File: config.mk
export PLATFORM = sky130hd
export DESIGN_NAME = mem_wb_stage
export DESIGN_NICKNAME = d
export VERILOG_FILES = /design/src/rtl/mem_wb_stage.sv
export SDC_FILE = /design/constraint.sdc
export NUM_CORES = 1
export LEC_CHECK = 0
export BUFFER_PORTS_ARGS = -buffer_cell sky130_fd_sc_hd__buf_2
export CORE_AREA = 2 2 156 158
export DETAILED_ROUTE_END_ITERATION = 10
export DIE_AREA = 0 0 158 160
export PLACE_DENSITY = 0.65
export SLEW_MARGIN = 25
export SYNTH_ARGS = -nofsm -noshare
export SYNTH_HDL_FRONTEND = slang
export SYNTH_SLANG_ARGS = --single-unit
File: constraint.sdc
create_clock -name clk -period 2.4 [get_ports clk]
set_input_delay 0.36 -clock clk [delete_from_list [all_inputs] [get_ports clk]]
set_output_delay 0.36 -clock clk [all_outputs]
set_load 0.01 [all_outputs]
File: src/rtl/mem_wb_stage.sv
// Memory-access and writeback stage: performs doubleword loads/stores on a multi-cycle
// data-memory port and drives the register-file write port.
module mem_wb_stage #(
   parameter int unsigned XLEN    = 64,
   parameter int unsigned TIMEOUT = 16
) (
   input  logic            clk,
   input  logic            reset,
   input  logic            in_valid,
   output logic            in_ready,
   input  logic [1:0]      ctrl_wb,
   input  logic [1:0]      ctrl_m,
   input  logic [XLEN-1:0] alu_result,
   input  logic [XLEN-1:0] store_data,
   input  logic [4:0]      rd,
   output logic            dmem_req,
   output logic            dmem_we,
   output logic [XLEN-1:0] dmem_addr,
   output logic [XLEN-1:0] dmem_wdata,
   input  logic            dmem_ack,
   input  logic [XLEN-1:0] dmem_rdata,
   output logic            op_write,
   output logic [4:0]      write_addr,
   output logic [XLEN-1:0] write_data,
   output logic            err
);

   localparam int unsigned CW = $clog2(TIMEOUT + 1);

   typedef enum logic {IDLE, ACCESS} state_t;

   state_t          state, state_nxt;
   logic [CW-1:0]   cnt, cnt_nxt, cnt_inc;
   logic [1:0]      wb_q, wb_nxt;
   logic [4:0]      rd_q, rd_nxt;
   logic            req_nxt, we_nxt, opw_nxt, err_nxt;
   logic [XLEN-1:0] addr_nxt, mwdata_nxt, wdata_nxt;
   logic [4:0]      waddr_nxt;
   logic            accept;

   assign in_ready = (state == IDLE) && !reset;
   assign accept   = in_valid && in_ready;

   // State, captured bundle and all registered outputs
   always_ff @(posedge clk) begin
      if (reset) begin
         state      <= IDLE;
         cnt        <= '0;
         wb_q       <= '0;
         rd_q       <= '0;
         dmem_req   <= 1'b0;
         dmem_we    <= 1'b0;
         dmem_addr  <= '0;
         dmem_wdata <= '0;
         op_write   <= 1'b0;
         write_addr <= '0;
         write_data <= '0;
         err        <= 1'b0;
      end else begin
         state      <= state_nxt;
         cnt        <= cnt_nxt;
         wb_q       <= wb_nxt;
         rd_q       <= rd_nxt;
         dmem_req   <= req_nxt;
         dmem_we    <= we_nxt;
         dmem_addr  <= addr_nxt;
         dmem_wdata <= mwdata_nxt;
         op_write   <= opw_nxt;
         write_addr <= waddr_nxt;
         write_data <= wdata_nxt;
         err        <= err_nxt;
      end
   end

   // Next-state and next-output logic
   always_comb begin
      state_nxt  = state;
      cnt_nxt    = cnt;
      cnt_inc    = cnt + CW'(1);
      wb_nxt     = wb_q;
      rd_nxt     = rd_q;
      req_nxt    = dmem_req;
      we_nxt     = dmem_we;
      addr_nxt   = dmem_addr;
      mwdata_nxt = dmem_wdata;
      opw_nxt    = 1'b0;
      waddr_nxt  = write_addr;
      wdata_nxt  = write_data;
      err_nxt    = 1'b0;

      case (state)
         IDLE: begin
            if (accept) begin
               case (ctrl_m)
                  2'b00: begin
                     // MemtoReg without MemRead still selects the ALU result
                     if (ctrl_wb[0] && (rd != 5'd0)) begin
                        opw_nxt   = 1'b1;
                        waddr_nxt = rd;
                        wdata_nxt = alu_result;
                     end
                  end
                  2'b11: err_nxt = 1'b1;
                  default: begin
                     if (alu_result[2:0] != 3'd0) begin
                        err_nxt = 1'b1;
                     end else begin
                        state_nxt  = ACCESS;
                        cnt_nxt    = '0;
                        wb_nxt     = ctrl_wb;
                        rd_nxt     = rd;
                        req_nxt    = 1'b1;
                        we_nxt     = ctrl_m[0];
                        addr_nxt   = alu_result;
                        mwdata_nxt = store_data;
                     end
                  end
               endcase
            end
         end
         ACCESS: begin
            // An ack in the cycle the counter reaches TIMEOUT still completes normally
            if (dmem_ack) begin
               state_nxt = IDLE;
               req_nxt   = 1'b0;
               cnt_nxt   = '0;
               if (!dmem_we && (wb_q == 2'b11) && (rd_q != 5'd0)) begin
                  opw_nxt   = 1'b1;
                  waddr_nxt = rd_q;
                  wdata_nxt = dmem_rdata;
               end
            end else if (cnt_inc == CW'(TIMEOUT)) begin
               state_nxt = IDLE;
               req_nxt   = 1'b0;
               cnt_nxt   = '0;
               err_nxt   = 1'b1;
            end else begin
               cnt_nxt = cnt_inc;
            end
         end
         default: state_nxt = IDLE;
      endcase
   end

endmodule

==> out/qor.txt <==
die height -> 160 um
clock-pin slew of the registers on the worst-case setup and hold paths -> 60 ps
setup ws final -> 413 ps
Unique masters post-synth -> 32
fraction of final layout cells sized beyond drive strength 1 -> 0.400
total clock buffers created by CTS -> 25
area after detailed placement -> 10900 um^2
number of global-route vias before repair -> 7685
Crit Path Max Fanout -> 47
worst IR drop on VDD -> 0.000386 V
Post-synth top flop -> sky130_fd_sc_hd__dfxtp_1
critical path startpoint -> rd_q[0]$_SDFFE_PP0P_
result of the run -> finished, final reports clean
worst slack at placement -> 225 ps
Worst R2R Setup Slack -> 410 ps
max incr delay on CP -> 540 ps
routed wire length per instance -> 16.6 um
routability congestion estimate -> 0.810
clock tree sinks -> 214
design internal power -> 6.11 mW
CP startpoint kind -> flip-flop
max-cap viol count -> 0
number of slew-limit violations in the final report -> 0
half-perimeter wire length of the detailed placement result -> 19.2 mm
sequence of cells on the critical path -> or4_1, o211a_2, buf_4, nor3_1, a211oi_2
routed via count -> 8186
core region area -> 23800 um^2
classification of the worst-slack hold path -> primary input to flip-flop
endpoint of the lowest-slack register-to-register path -> write_data[42]$_SDFFE_PP0P_
Register-to-Register Path Depth -> 5
antenna viol nets, final -> 0
CTS root buffer -> sky130_fd_sc_hd__clkbuf_16
crit path time final -> 1990 ps
width of the die -> 158 um
cell with the most instances after synthesis -> sky130_fd_sc_hd__nand2_1
Setup crit end kind -> flip-flop
net count after synthesis -> 1172
non-filler instance count after layout -> 1673
critical-path cell with the highest stage delay -> sky130_fd_sc_hd__or4_1
Overflow after GRT -> 0
Combinational Power Share -> 0.069
mean cell area of the mapped netlist -> 8.94 um^2
Net Sw Frac -> 0.228
clock network fraction of design power -> 0.475
Max Root-Sink Buffers -> 3
Net count, final -> 1539
r2r startpoint -> rd_q[0]$_SDFFE_PP0P_
accumulated negative setup slack -> 0 ps
share of async-settable or async-resettable flops after synthesis -> 0
library cell occupying the most area in the post-synthesis netlist -> sky130_fd_sc_hd__dfxtp_1
starting utilization of the core area -> 0.362
final design instance area without fill -> 11700 um^2
final worst path period share -> 0.828
global-route wire length before repair -> 41.6 mm
post-synthesis cell count -> 964
setup repair after global routing missed its margin -> false
synthesized area -> 8620 um^2
Worst-Skew Late Latency -> 520 ps
Final Hold Viols -> 0
most frequent cells after synthesis -> sky130_fd_sc_hd__nand2_1, sky130_fd_sc_hd__dfxtp_1, sky130_fd_sc_hd__a21oi_1, sky130_fd_sc_hd__mux2i_1, sky130_fd_sc_hd__nor3_1
pin count of the biggest net entering global routing -> 72
placed cell count -> 1628
number of warnings issued by yosys -> 0
count of final setup violators -> 0
CTS tree -> done
Cell Pwr Density -> 675 nW/um^2
DRC violations left -> 0
GRT Resource Usage Total -> 0.206
count of flip-flops with a built-in enable after synthesis -> 0
Leak Pwr -> 4.89 nW
buffer count from post-CTS setup fixing -> 0
crit path kind -> flip-flop to flip-flop
Gates resized, CTS repair -> 0
end of the critical path -> write_data[42]$_SDFFE_PP0P_
switching power -> 1.81 mW
setup skew after layout -> 17.6 ps
number of synthesized register bits -> 214
Std-Cell Rows -> 57
Max Freq -> 0.503 GHz
number of H-tree levels -> 1
actual slew at the worst max-slew pin -> 774 ps
Port Buffer Count -> 406
WL final -> 27.7 mm
Die Area -> 25300 um^2
share of Yosys cell area claimed by the top area cell type -> 0.497
number of vias per cell after detailed routing -> 4.89
I/O pin total -> 407
Seq pwr share -> 0.457
main area contributors after synthesis -> sky130_fd_sc_hd__dfxtp_1, sky130_fd_sc_hd__nand2_1, sky130_fd_sc_hd__a211oi_2
arrival time at the worst endpoint -> 2350 ps
Worst slew margin -> 0.484
CP Data Required Time -> 2760 ps
drt initial violations -> 651
number of antenna violations at the first check in global routing -> 4
drt first pass iters -> 4
cts hold-fix bufs -> 0
area added between synthesis and finish -> 36.1%
Seq/Total Area, Yosys -> 0.497
power groups by stage:
| stage | logic [mW] | registers [mW] | clock network (mW) |
|---|---|---|---|
| finish | 0.543 | 3.62 | 3.76 |
| global route | 0.591 | 3.62 | 4.02 |
| CTS | 0.547 | 3.62 | 3.85 |
| detailed placement | 0.543 | 3.70 | 0 |
| global placement | 0.543 | 3.69 | 0 |
| floorplan | 0.227 | 3.72 | 0 |
cell usage in the layout, fill, tap and decap left out, types with 2 or more instances in the layout:
cell	synthesis	routed
sky130_fd_sc_hd__clkinv_2	0	3
sky130_fd_sc_hd__nand3_1	2	2
sky130_fd_sc_hd__a211oi_2	69	69
sky130_fd_sc_hd__or4_1	2	2
sky130_fd_sc_hd__mux2i_1	70	70
sky130_fd_sc_hd__clkbuf_8	0	6
sky130_fd_sc_hd__buf_4	0	15
sky130_fd_sc_hd__nand2_1	270	269
sky130_fd_sc_hd__nor2_1	4	4
sky130_fd_sc_hd__dfxtp_1	214	213
sky130_fd_sc_hd__and3_1	4	4
sky130_fd_sc_hd__o21ai_0	2	2
sky130_fd_sc_hd__a21oi_1	142	142
sky130_fd_sc_hd__bufinv_16	0	2
sky130_fd_sc_hd__diode_2	0	2
sky130_fd_sc_hd__buf_2	12	405
sky130_fd_sc_hd__nor2b_1	2	2
sky130_fd_sc_hd__clkbuf_1	67	6
sky130_fd_sc_hd__clkbuf_16	0	25
sky130_fd_sc_hd__inv_1	5	5
sky130_fd_sc_hd__ha_1	3	3
sky130_fd_sc_hd__buf_12	0	6
sky130_fd_sc_hd__nor3_1	70	70
sky130_fd_sc_hd__nand3b_1	3	3
final cells by class:
| class | count | area (um^2) |
|---|---|---|
| well taps | 324 | 405 |
| multi-input cells | 658 | 3930 |
| diodes | 2 | 5.00 |
| repair buffers | 427 | 2270 |
| fillers | 2373 | 12100 |
| flip-flops and latches | 214 | 4290 |
| inverters | 5 | 18.8 |
| clock inverters | 7 | 92.6 |
| clock buffers | 36 | 717 |
critical path, delay by kind of cell, from the launching register on:
| family | cells | cell delay [ps] |
|---|---|---|
| simple gates | 2 | 850 |
| flops | 1 | 320 |
| buf+inv | 1 | 290 |
| compound gates | 2 | 370 |
stage by stage:
stage                     hold slack (ps)  utilization  total power [mW]
after detailed placement              443        0.458              4.24
final                                71.7        0.492              7.92
after global routing                 65.7        0.492              8.23
after CTS                            48.9        0.492              8.02
after floorplan                       432            -              3.94
after global placement                438        0.458              4.24
worst min path at each step:
stage / start / to / slack, ps / cells after the start
2_1_floorplan: wb_q[0]$_SDFFE_PP0P_ / wb_q[0]$_SDFFE_PP0P_ / 430 / 2
3_3_place_gp: dmem_addr[5]$_SDFFE_PP0P_ / dmem_addr[5]$_SDFFE_PP0P_ / 440 / 2
3_5_place_dp: dmem_wdata[17]$_SDFFE_PP0P_ / dmem_wdata[17]$_SDFFE_PP0P_ / 440 / 2
4_1_cts: store_data[35] / dmem_wdata[35]$_SDFFE_PP0P_ / 50 / 3
5_1_grt: store_data[48] / dmem_wdata[48]$_SDFFE_PP0P_ / 70 / 3
6_report: store_data[35] / dmem_wdata[35]$_SDFFE_PP0P_ / 70 / 3
metal layers:
metal / GRT usage / share of wire / wire [um]
met1: 0.251 / 0.42 / 11500
met3: 0.0537 / 0.081 / 2240
met2: 0.347 / 0.47 / 13100
met5: 0 / 0.00087 / 24
met4: 0.0725 / 0.029 / 793
cells by family (layout without fill, tap and decap cells):
kind of cell	Yosys count	in the layout	share of synthesized area
and+or+nand+nor	364	364	0.176
AOI/OAI and AO/OA	220	220	0.191
DFF	214	214	0.497
buffers and inverters	92	475	0.0488
muxes	70	70	0.0813
adders and majority gates	3	3	0.00436
xor gates and xnor gates	1	1	0.00102
other	0	2	0
flip-flops by register name, summed over array words and instances (netlist names):
register / flops
dmem_addr: 64
dmem_wdata: 64
write_data: 64
cnt: 5
rd_q: 5
write_addr: 5
wb_q: 2
dmem_req: 1
dmem_we: 1
err: 1
op_write: 1
state: 1
(Power assumes the default switching activity.)
